$ cat src/rtl/ex_pkg.sv
// Shared encodings for the execute stage: ALU ops, MDU ops, operand
// forwarding selects and the multiply/divide sequencer states.
package ex_pkg;

  typedef enum logic [3:0] {
    ALU_AND  = 4'b0000,
    ALU_OR   = 4'b0001,
    ALU_ADD  = 4'b0010,
    ALU_XOR  = 4'b0011,
    ALU_SLL  = 4'b0100,
    ALU_SRL  = 4'b0101,
    ALU_SUB  = 4'b0110,
    ALU_SLT  = 4'b0111,
    ALU_SLTU = 4'b1000,
    ALU_SRA  = 4'b1001
  } alu_op_e;

  // Any op with bit 2 set is a divide flavour; bit 0 set means unsigned.
  typedef enum logic [2:0] {
    MDU_MUL   = 3'b000,
    MDU_MULHU = 3'b001,
    MDU_DIV   = 3'b100,
    MDU_DIVU  = 3'b101,
    MDU_REM   = 3'b110,
    MDU_REMU  = 3'b111
  } mdu_op_e;

  typedef enum logic [1:0] {
    FWD_REG   = 2'd0,
    FWD_EXMEM = 2'd1,
    FWD_MEMWB = 2'd2
  } fwd_sel_e;

  typedef enum logic [1:0] {
    IDLE = 2'd0,
    BUSY = 2'd1,
    FIN  = 2'd2
  } mdu_state_e;

endpackage

$ cat src/rtl/ex_mdu.sv
// Iterative multiply/divide unit: one shift-add or restoring-divide step
// per cycle for XLEN cycles, then a sign fix-up cycle that hands the
// result to the EX/MEM register when it has room.
module ex_mdu
  import ex_pkg::*;
#(
  parameter int XLEN = 32
) (
  input  logic            clk,
  input  logic            rst,
  input  logic            start,
  input  logic            flush,
  input  logic            out_free,
  input  logic [2:0]      op,
  input  logic [XLEN-1:0] a,
  input  logic [XLEN-1:0] b,
  output logic            idle,
  output logic            done,
  output logic [XLEN-1:0] result
);

  localparam int CW = $clog2(XLEN);

  mdu_state_e      state;
  logic [CW-1:0]   cnt;
  logic [XLEN-1:0] hi;
  logic [XLEN-1:0] lo;
  logic [XLEN-1:0] dvs;
  logic [XLEN-1:0] dividend;
  logic [2:0]      op_q;
  logic            neg_q;
  logic            neg_r;
  logic            b_zero;

  logic            sgn_in;
  logic [XLEN-1:0] a_mag;
  logic [XLEN-1:0] b_mag;
  logic [XLEN:0]   mul_sum;
  logic [XLEN:0]   div_sh;
  logic [XLEN:0]   div_diff;
  logic [XLEN-1:0] nhi;
  logic [XLEN-1:0] nlo;

  // Signed divides work on magnitudes; the signs are restored in FIN.
  always_comb begin
    sgn_in = op[2] & ~op[0];
    a_mag  = (sgn_in && a[XLEN-1]) ? -a : a;
    b_mag  = (sgn_in && b[XLEN-1]) ? -b : b;
  end

  // One iteration step: {hi,lo} is the product accumulator for multiply,
  // or the partial remainder / quotient pair for divide.
  always_comb begin
    mul_sum  = {1'b0, hi} + (lo[0] ? {1'b0, dvs} : '0);
    div_sh   = {hi, lo[XLEN-1]};
    div_diff = div_sh - {1'b0, dvs};
    if (op_q[2]) begin
      nhi = div_diff[XLEN] ? div_sh[XLEN-1:0] : div_diff[XLEN-1:0];
      nlo = {lo[XLEN-2:0], ~div_diff[XLEN]};
    end else begin
      nhi = mul_sum[XLEN:1];
      nlo = {mul_sum[0], lo[XLEN-1:1]};
    end
  end

  // Result selection with sign fix-up; the unsigned divide-by-zero corner
  // falls out of the restoring algorithm, the signed one needs an override.
  always_comb begin
    case (op_q)
      MDU_MULHU: result = hi;
      MDU_DIV:   result = b_zero ? '1 : (neg_q ? -lo : lo);
      MDU_DIVU:  result = lo;
      MDU_REM:   result = b_zero ? dividend : (neg_r ? -hi : hi);
      MDU_REMU:  result = hi;
      default:   result = lo;
    endcase
  end

  assign idle = (state == IDLE);
  assign done = (state == FIN) && out_free && !flush;

  // Sequencer: latch operands on start, iterate XLEN steps, wait in FIN.
  always_ff @(posedge clk or posedge rst) begin
    if (rst) begin
      state    <= IDLE;
      cnt      <= '0;
      hi       <= '0;
      lo       <= '0;
      dvs      <= '0;
      dividend <= '0;
      op_q     <= '0;
      neg_q    <= 1'b0;
      neg_r    <= 1'b0;
      b_zero   <= 1'b0;
    end else begin
      case (state)
        IDLE: begin
          if (start) begin
            op_q     <= op;
            dividend <= a;
            b_zero   <= (b == '0);
            neg_q    <= sgn_in & (a[XLEN-1] ^ b[XLEN-1]);
            neg_r    <= sgn_in & a[XLEN-1];
            hi       <= '0;
            lo       <= a_mag;
            dvs      <= b_mag;
            cnt      <= '0;
            state    <= BUSY;
          end
        end
        BUSY: begin
          if (flush) begin
            state <= IDLE;
          end else begin
            hi  <= nhi;
            lo  <= nlo;
            cnt <= cnt + 1'b1;
            if (cnt == CW'(XLEN - 1)) state <= FIN;
          end
        end
        FIN: begin
          if (flush || out_free) state <= IDLE;
        end
        default: state <= IDLE;
      endcase
    end
  end

endmodule

$ cat src/rtl/ex_stage_mdu.sv
// Execute stage: operand forwarding, single-cycle ALU, iterative MDU and
// the EX/MEM output register with valid/ready handshaking.
module ex_stage_mdu
  import ex_pkg::*;
#(
  parameter int XLEN   = 32,
  parameter int IMM_W  = 64,
  parameter bit MDU_EN = 1'b1
) (
  input  logic             clk,
  input  logic             rst,
  input  logic             in_valid_i,
  output logic             in_ready_o,
  input  logic             flush_i,
  input  logic [XLEN-1:0]  op1_i,
  input  logic [XLEN-1:0]  op2_i,
  input  logic [IMM_W-1:0] imm_i,
  input  logic [4:0]       rs1_i,
  input  logic [4:0]       rs2_i,
  input  logic [4:0]       rd_i,
  input  logic             alusrc_i,
  input  logic [3:0]       alu_ctrl_i,
  input  logic             mdu_en_i,
  input  logic [2:0]       mdu_op_i,
  input  logic             memread_i,
  input  logic             memwrite_i,
  input  logic             memtoreg_i,
  input  logic             regwrite_i,
  input  logic [4:0]       mem_rd_i,
  input  logic             mem_regwrite_i,
  input  logic [XLEN-1:0]  wb_data_i,
  output logic             out_valid_o,
  input  logic             out_ready_i,
  output logic [XLEN-1:0]  alu_rst_o,
  output logic [XLEN-1:0]  mem_wdata_o,
  output logic [4:0]       rd_o,
  output logic             memread_o,
  output logic             memwrite_o,
  output logic             memtoreg_o,
  output logic             regwrite_o
);

  localparam int SHW = $clog2(XLEN);

  fwd_sel_e        sel1;
  fwd_sel_e        sel2;
  logic [XLEN-1:0] fwd1;
  logic [XLEN-1:0] fwd2;
  logic [XLEN-1:0] opb;
  logic [SHW-1:0]  shamt;
  logic [XLEN-1:0] alu_res;
  logic            is_mdu;
  logic            out_free;
  logic            accept;
  logic            alu_load;
  logic            mdu_start;
  logic            mdu_idle;
  logic            mdu_done;
  logic [XLEN-1:0] mdu_res;

  logic [4:0]      pend_rd;
  logic [3:0]      pend_ctl;
  logic [XLEN-1:0] pend_wdata;

  logic            unused_imm;
  assign unused_imm = ^imm_i[IMM_W-1:XLEN];

  assign is_mdu    = MDU_EN && mdu_en_i;
  assign out_free  = !out_valid_o || out_ready_i;
  assign in_ready_o = !rst && mdu_idle && out_free;
  assign accept    = in_valid_i && in_ready_o && !flush_i;
  assign alu_load  = accept && !is_mdu;
  assign mdu_start = accept && is_mdu;

  // Forwarding select: the younger EX/MEM result beats MEM/WB; x0 never forwards.
  always_comb begin
    sel1 = FWD_REG;
    sel2 = FWD_REG;
    if (out_valid_o && regwrite_o && rd_o != '0 && rd_o == rs1_i)
      sel1 = FWD_EXMEM;
    else if (mem_regwrite_i && mem_rd_i != '0 && mem_rd_i == rs1_i)
      sel1 = FWD_MEMWB;
    if (out_valid_o && regwrite_o && rd_o != '0 && rd_o == rs2_i)
      sel2 = FWD_EXMEM;
    else if (mem_regwrite_i && mem_rd_i != '0 && mem_rd_i == rs2_i)
      sel2 = FWD_MEMWB;
  end

  // Operand muxes; store data always follows the forwarded rs2.
  always_comb begin
    case (sel1)
      FWD_EXMEM: fwd1 = alu_rst_o;
      FWD_MEMWB: fwd1 = wb_data_i;
      default:   fwd1 = op1_i;
    endcase
    case (sel2)
      FWD_EXMEM: fwd2 = alu_rst_o;
      FWD_MEMWB: fwd2 = wb_data_i;
      default:   fwd2 = op2_i;
    endcase
    opb   = alusrc_i ? imm_i[XLEN-1:0] : fwd2;
    shamt = opb[SHW-1:0];
  end

  // Single-cycle ALU.
  always_comb begin
    case (alu_ctrl_i)
      ALU_AND:  alu_res = fwd1 & opb;
      ALU_OR:   alu_res = fwd1 | opb;
      ALU_ADD:  alu_res = fwd1 + opb;
      ALU_XOR:  alu_res = fwd1 ^ opb;
      ALU_SLL:  alu_res = fwd1 << shamt;
      ALU_SRL:  alu_res = fwd1 >> shamt;
      ALU_SUB:  alu_res = fwd1 - opb;
      ALU_SLT:  alu_res = {{(XLEN-1){1'b0}}, $signed(fwd1) < $signed(opb)};
      ALU_SLTU: alu_res = {{(XLEN-1){1'b0}}, fwd1 < opb};
      ALU_SRA:  alu_res = $unsigned($signed(fwd1) >>> shamt);
      default:  alu_res = '0;
    endcase
  end

  ex_mdu #(
    .XLEN(XLEN)
  ) u_mdu (
    .clk      (clk),
    .rst      (rst),
    .start    (mdu_start),
    .flush    (flush_i),
    .out_free (out_free),
    .op       (mdu_op_i),
    .a        (fwd1),
    .b        (fwd2),
    .idle     (mdu_idle),
    .done     (mdu_done),
    .result   (mdu_res)
  );

  // Controls of an in-flight MDU instruction wait here until FIN.
  always_ff @(posedge clk or posedge rst) begin
    if (rst) begin
      pend_rd    <= '0;
      pend_ctl   <= '0;
      pend_wdata <= '0;
    end else if (mdu_start) begin
      pend_rd    <= rd_i;
      pend_ctl   <= {memread_i, memwrite_i, memtoreg_i, regwrite_i};
      pend_wdata <= fwd2;
    end
  end

  // EX/MEM register: a load may coincide with a drain; otherwise a drain clears valid.
  always_ff @(posedge clk or posedge rst) begin
    if (rst) begin
      out_valid_o <= 1'b0;
      alu_rst_o   <= '0;
      mem_wdata_o <= '0;
      rd_o        <= '0;
      memread_o   <= 1'b0;
      memwrite_o  <= 1'b0;
      memtoreg_o  <= 1'b0;
      regwrite_o  <= 1'b0;
    end else if (alu_load) begin
      out_valid_o <= 1'b1;
      alu_rst_o   <= alu_res;
      mem_wdata_o <= fwd2;
      rd_o        <= rd_i;
      memread_o   <= memread_i;
      memwrite_o  <= memwrite_i;
      memtoreg_o  <= memtoreg_i;
      regwrite_o  <= regwrite_i;
    end else if (mdu_done) begin
      out_valid_o <= 1'b1;
      alu_rst_o   <= mdu_res;
      mem_wdata_o <= pend_wdata;
      rd_o        <= pend_rd;
      {memread_o, memwrite_o, memtoreg_o, regwrite_o} <= pend_ctl;
    end else if (out_ready_i) begin
      out_valid_o <= 1'b0;
    end
  end

endmodule
$ cat config.mk
export PLATFORM = sky130hd
export DESIGN_NAME = ex_stage_mdu
export DESIGN_NICKNAME = d
export VERILOG_FILES = /design/src/rtl/ex_pkg.sv /design/src/rtl/ex_mdu.sv /design/src/rtl/ex_stage_mdu.sv
export SDC_FILE = /design/constraint.sdc
export NUM_CORES = 2
export LEC_CHECK = 0
export ABC_AREA = 1
export ABC_CLOCK_PERIOD_IN_PS = 18100
export CAP_MARGIN = 20
export CORE_MARGIN = 1.5
export CORE_UTILIZATION = 45
export CTS_BUF_LIST = sky130_fd_sc_hd__clkbuf_8
export CTS_CLUSTER_DIAMETER = 80
export CTS_CLUSTER_SIZE = 14
export DETAILED_ROUTE_END_ITERATION = 10
export PLACE_DENSITY = 0.64
export SETUP_SLACK_MARGIN = 0.1
export SLEW_MARGIN = 40
export SYNTH_ARGS = -nofsm -noshare
export SYNTH_HDL_FRONTEND = slang
export SYNTH_SLANG_ARGS = --single-unit
$ cat constraint.sdc
create_clock -name clk -period 18.1 [get_ports clk]
set_clock_uncertainty 0.2 [all_clocks]
set_input_delay 3.62 -clock clk [delete_from_list [all_inputs] [get_ports clk]]
set_output_delay 3.62 -clock clk [all_outputs]
set_load 0.02 [all_outputs]
# Yosys cells after proc, flatten, opt, wreduce, memory -nomap -nowiden
# Index checks and enable logic that the tools add are counted.
dict set report op_classes {
  multipliers 0
  shifts 3
  n_mux 50
  order_cmp 2
  n_addsub 9
  bitwise_logic 9
  n_reduce_logical 35
  eq_ne 28
  div_mod_pow 0
}
# op count
set op_table {}
lappend op_table {{32-bit two-way mux} 19}
lappend op_table {{32-bit case mux with 10 select lines} 1}
lappend op_table {{32-bit case mux with 2 select lines} 4}
lappend op_table {{32-bit negator} 4}
lappend op_table {{32-bit case mux with 3 select lines} 1}
lappend op_table {{32-bit < comparator} 2}
lappend op_table {{32-bit by 33-bit adder with 33-bit output} 1}
lappend op_table {{33-bit by 32-bit subtractor with 33-bit output} 1}
lappend op_table {{32-bit adder} 1}
lappend op_table {{32-bit AND} 1}
lappend op_table {{32-bit zero test} 1}
lappend op_table {{32-bit OR} 1}
lappend op_table {{32-bit by 5-bit left shift with 32-bit output} 1}
lappend op_table {{32-bit by 5-bit >> shifter with 32-bit output} 1}
lappend op_table {{32-bit by 5-bit >>> shifter with 32-bit output} 1}
lappend op_table {{32-bit subtractor} 1}
lappend op_table {{32-bit bitwise XOR} 1}
lappend op_table {{5-bit equality test} 4}
lappend op_table {{5-bit two-way mux} 4}
lappend op_table {{1-bit logical AND} 17}
lappend op_table {{4-bit by 3-bit equality test with 1-bit output, second input constant} 4}
lappend op_table {{2-bit two-way mux} 8}
lappend op_table {{1-bit two-way mux} 11}
lappend op_table {{5-bit case mux with 2 select lines} 1}
lappend op_table {{25 further kinds} 45}
dict set report totals {
  latch_bits 0
  mem_count 0
  mem_bits_ro 0
  mem_bits_rw 0
  reg_bits 256
}

# Depth between registers and ports, before layout
dict set report depth {
  ltp_word 11
  ltp_mapped 32
  ltp_nobuf 31
}

# Cells and area by module
# From an unflattened synthesis, not the netlist that was laid out.
dict set report hier_totals {
  cells_unflattened 5516
  hier_area_um2 32123.3
}
# module area_each_um2 n_inst cells_each
set by_module_without_submodules {}
lappend by_module_without_submodules {ex_stage_mdu 16174.3 1 2722}
lappend by_module_without_submodules {ex_mdu 15949.0 1 2794}

# Least setup slack after synthesis
# No wires, ideal clock.
dict set report synth_path {
  path_kind {input to output}
  from {in rst}
  to {out in_ready_o}
  setup_slack_ns 9.856
  t_arrival_ns 4.424
  cell_stages 1
  path_buffers 0
  t_required_ns 14.280
  path_cell_list {nor4_1}
}
dict set report synth_between {
  elab_chain_cells 3
}
# item line_no
set synth_rtl {}
lappend synth_rtl {{start, declared} ex_stage_mdu.sv:11} ;# input logic rst,
lappend synth_rtl {{1-bit zero test (no line)} n/a}
lappend synth_rtl {{1-bit logical AND (2 in a row)} ex_stage_mdu.sv:70} ;# assign in_ready_o = !rst && mdu_idle && out_free;
lappend synth_rtl {{end, declared} ex_stage_mdu.sv:13} ;# output logic in_ready_o,
# No other way between the ends.

# Worst setup path in the final report
dict set report layout_path {
  from {in rs2_i[0]}
  to {reg alu_rst_o[21]}
}
dict set report layout_between {
  elab_chain_cells 10
  word_cells_on_any_way 20
  classes_between {2 x add/sub; 4 x eq/ne; 3 x shift; 6 x mux; 3 x bitwise; 2 x reduce/logical}
}
# item line_no
set layout_rtl {}
lappend layout_rtl {{start, declared} ex_stage_mdu.sv:19} ;# input logic [4:0] rs2_i,
lappend layout_rtl {{5-bit equality test} ex_stage_mdu.sv:85} ;# else if (mem_regwrite_i && mem_rd_i != '0 && mem_rd_i == rs2_i)
lappend layout_rtl {{1-bit logical AND} ex_stage_mdu.sv:85}
lappend layout_rtl {{2-bit two-way mux} ex_stage_mdu.sv:85}
lappend layout_rtl {{2-bit two-way mux *} ex_stage_mdu.sv:83} ;# if (out_valid_o && regwrite_o && rd_o != '0 && rd_o == rs2_i)
lappend layout_rtl {{2-bit equality test / 2-bit by 1-bit equality test with 1-bit output (equally long branches)} ex_stage_mdu.sv:96} ;# case (sel2)
lappend layout_rtl {{32-bit case mux with 2 select lines *} ex_stage_mdu.sv:96}
lappend layout_rtl {{32-bit two-way mux *} ex_stage_mdu.sv:101} ;# opb = alusrc_i ? imm_i[XLEN-1:0] : fwd2;
lappend layout_rtl {{32-bit subtractor, or another cell as far along} ex_stage_mdu.sv:114} ;# ALU_SUB: alu_res = fwd1 - opb;
lappend layout_rtl {{32-bit case mux with 10 select lines *} ex_stage_mdu.sv:107} ;# case (alu_ctrl_i)
lappend layout_rtl {{32-bit two-way mux *} ex_stage_mdu.sv:162} ;# end else if (alu_load) begin
lappend layout_rtl {{end signal, assigned} ex_stage_mdu.sv:164} ;# alu_rst_o <= alu_res;
lappend layout_rtl {{end signal, assigned} ex_stage_mdu.sv:173} ;# alu_rst_o <= mdu_res;
lappend layout_rtl {{end, declared} ex_stage_mdu.sv:34} ;# output logic [XLEN-1:0] alu_rst_o,
# Every way passes the cells marked *; elsewhere a longest branch is shown, timed or not.
# A chain may end at the register's enable or synchronous reset.

==> results.sh <==
export IMPL_status="finished clean"
export IMPL_grt_max_degree=122
export IMPL_viasPerCell=6.08
export IMPL_synth_most_common_cell="nand2_1"
export IMPL_die_y_um=265
export IMPL_setup_viol=0
export IMPL_antenna_found_initial=10
export IMPL_combPwrFrac_pct=61.9
export IMPL_clockBufferDepth=3
export IMPL_synthesis_area_sq_mm=0.0310
export IMPL_layout_drive_gt1_share_pct=6.07
export IMPL_first_pass_iters=8
export IMPL_drv_slew=0
export IMPL_switching_power_mw=1.89
export IMPL_pre_cts_ws_ns=7.60
export IMPL_startpoint_type="input pin"
export IMPL_areaGrowthSynthToFinish_pct=10.7
export IMPL_fmax_mhz=98.8
export IMPL_ys_seq_area_share_pct=20.7
export IMPL_ctsRootBufferMaster="clkbuf_8"
export IMPL_gp_congestion=1.07
export IMPL_crit_type="input pin to flop"
export IMPL_cts_setup_buffers=0
export IMPL_timing_final_ws_setup_ns=7.98
export IMPL_fp_coreArea_sq_mm=0.0683
export IMPL_crit_required_ns=18.41
export IMPL_hold_violations=0
export IMPL_grt_pass1_vias=33629
export IMPL_syn_area_per_cell_sq_um=6.15
export IMPL_ys_ff_latch=256
export IMPL_grt_setup_unrepaired="false"
export IMPL_synthArstFlopShare_pct=100
export IMPL_post_route_min_period_ns=10.12
export IMPL_htreeDepth=1
export IMPL_rows=96
export IMPL_drtAntennaViolNets=0
export IMPL_dp_hpwl_um=122000
export IMPL_vias=36587
export IMPL_fin_setup_tns_ns=0
export IMPL_pin_count=274
export IMPL_numCtsBuffers=23
export IMPL_p_leak_nw=16.4
export IMPL_wirelength_um=156000
export IMPL_cp_arrival_ns=10.43
export IMPL_port_buffers=241
export IMPL_powerDensity_mw_per_mm2=101
export IMPL_synth_nets=5417
export IMPL_dieWidth_um=265
export IMPL_synth_area_leader_cell="dfrtp_1"
export IMPL_cts_repair_resized=0
export IMPL_pwr_share_seq_pct=28.0
export IMPL_num_nets_final=5501
export IMPL_maxCapViolCount=0
export IMPL_drc=0
export IMPL_min_path_type="flop to flop"
export IMPL_clk_transition_reported_paths_ns=0.10
export IMPL_synth_cell_types=76
export IMPL_max_vdd_ir_drop_v=0.0000720
export IMPL_grt_pass1_wl_um=225000
export IMPL_cts_tree="done"
export IMPL_drt_iter0_drc=4631
export IMPL_cts_sinks=256
export IMPL_ys_top_cells_by_area="dfrtp_1 21%, nand2_1 15%, nand3_1 7.7%, o21ai_0 7.4%, ha_1 7.1%"
export IMPL_synth_edf_count=0
export IMPL_crit_fanout=40
export IMPL_internal_power_mw=1.58
export IMPL_tightest_slew_ns=0.951
export IMPL_grt_usage_pct=43.0
export IMPL_swShare_pct=54.4
export IMPL_ctsHoldBuffers=0
export IMPL_post_drt_wl_per_cell_um=25.9
export IMPL_finalCritPeriodShare_pct=55.9
export IMPL_grt_overflow_total=0
export IMPL_pwr_share_clk_pct=10.1
export IMPL_yosys_top_cells_count="1244 x nand2_1, 567 x inv_1, 477 x nand3_1"
export IMPL_start_util_pct=45.3
export IMPL_insertion_delay_ns=0.63
export IMPL_dieArea_sq_mm=0.0705
export IMPL_syn_inst=5038
export IMPL_endpoint_kind="flop"
export IMPL_yosys_warnings=0
export IMPL_synth_top_cell_area_share_pct=20.7
export IMPL_slew_headroom_pct=36.0
export IMPL_synth_ff_type="dfrtp_1"
-- critical path, cell delays in order --
cell             delay, ns
clkdlybuf4s50_1       0.52
xnor2_1               0.17
nand2_1               0.11
nor2_4                0.05
nand3_4               0.48
inv_4                 0.19
nor2_8                0.45
nand2_1               0.12
o211ai_2              0.22
nand2_1               0.14
o21ai_2               0.08
buf_4                 0.39
inv_2                 0.46
ha_1                  0.59
nand2_1               0.07
o21ai_0               0.29
inv_1                 0.11
o21ai_1               0.40
a21oi_1               0.24
nor2_1                0.27
nor2_1                0.11
o21ai_1               0.38
xor2_1                0.28
nor2_1                0.08
a21oi_1               0.14
nand3_1               0.19
nand2_1               0.13
a21oi_1               0.07
-- sequential cells by signal, summed over array words and instances (netlist names), 4 cells and up --
register / cells
pend_wdata: 32
u_mdu.hi: 32
alu_rst_o: 32
mem_wdata_o: 32
u_mdu.cnt: 5
u_mdu.dividend: 32
pend_rd: 5
u_mdu.dvs: 32
pend_ctl: 4
u_mdu.lo: 32
rd_o: 5
-- per-stage QoR --
| step | std cells | power, mW | area (sq um) | util (%) | hold WS [ns] |
|---|---|---|---|---|---|
| finish | 6015 | 3.46 | 34300 | 50.2 | 0.283 |
| global route | 6015 | 3.71 | 34300 | 50.2 | 0.311 |
| CTS | 6007 | 3.41 | 34300 | 50.2 | 0.285 |
| detailed placement | 5979 | 3.05 | 33900 | 49.6 | 0.261 |
| global placement | 5978 | 3.04 | 33900 | 49.5 | 0.260 |
| floorplan | 5038 | 2.33 | 31000 | - | 0.244 |
-- layout by cell type (no fill, tap or decap), types with 51 or more instances in the layout --
| master | synthesis | layout |
|---|---|---|
| xor2_1 | 68 | 68 |
| nor3_1 | 74 | 72 |
| nand3_1 | 477 | 476 |
| ha_1 | 176 | 176 |
| buf_4 | 20 | 54 |
| o211ai_1 | 51 | 51 |
| a21oi_1 | 362 | 362 |
| dfrtp_1 | 256 | 255 |
| nand2_1 | 1244 | 1242 |
| a31oi_1 | 56 | 56 |
| clkdlybuf4s50_1 | 0 | 241 |
| nor2_1 | 440 | 435 |
| inv_1 | 567 | 564 |
| o21ai_0 | 458 | 454 |
-- cell families after synthesis --
family	share of synthesized area, %
AND/OR/NAND/NOR	35.4
AO/OA/AOI/OAI	22.9
buffers and inverters	10.9
flip-flops	20.7
adder cells (fa/ha/maj)	7.36
XOR/XNOR	2.71
-- power groups by stage --
stage               logic (mW)  clock network [mW]  registers [mW]
finish                    2.14               0.348           0.971
global route              2.36               0.370           0.983
CTS                       2.10               0.353           0.957
detailed placement        2.09                   0           0.967
global placement          2.07                   0           0.964
floorplan                 1.41                   0           0.913
-- final timing paths --
| kind | from | endpoint | slack, ns | depth (start not counted) |
|---|---|---|---|---|
| worst min-delay path | pend_wdata[3] | pend_wdata[3] | 0.28 | 2 |
| max in group asynchronous | rst | pend_wdata[6] | 13.17 | 3 |
| worst min register to register | pend_wdata[3] | pend_wdata[3] | 0.28 | 2 |
| min in group asynchronous | rst | u_mdu.state[1] | 3.39 | 2 |
| worst max-delay path | rs2_i[0] | alu_rst_o[21] | 7.98 | 28 |
| worst max register to register | rd_o[1] | alu_rst_o[21] | 10.93 | 28 |
-- final cells by class --
class,instances,area [sq um]
Antenna cell,8,20.0
Clock buffer,25,344
Clock inverter,3,28.8
Fill cell,7366,34000
Inverter,597,2260
Multi-Input combinational cell,3944,21300
Sequential cell,256,6410
Tap cell,882,1100
Timing Repair Buffer,300,2890
-- routing by layer --
metal	GRT usage (%)	wire [um]	vias up
met2	66.7	67700	1939
li1	-	-	17028
met1	55.3	61800	17204
met3	6.00	13400	412
met5	0	25	-
met4	29.7	12700	4
No activity file was read; power rests on OpenSTA's default activity.
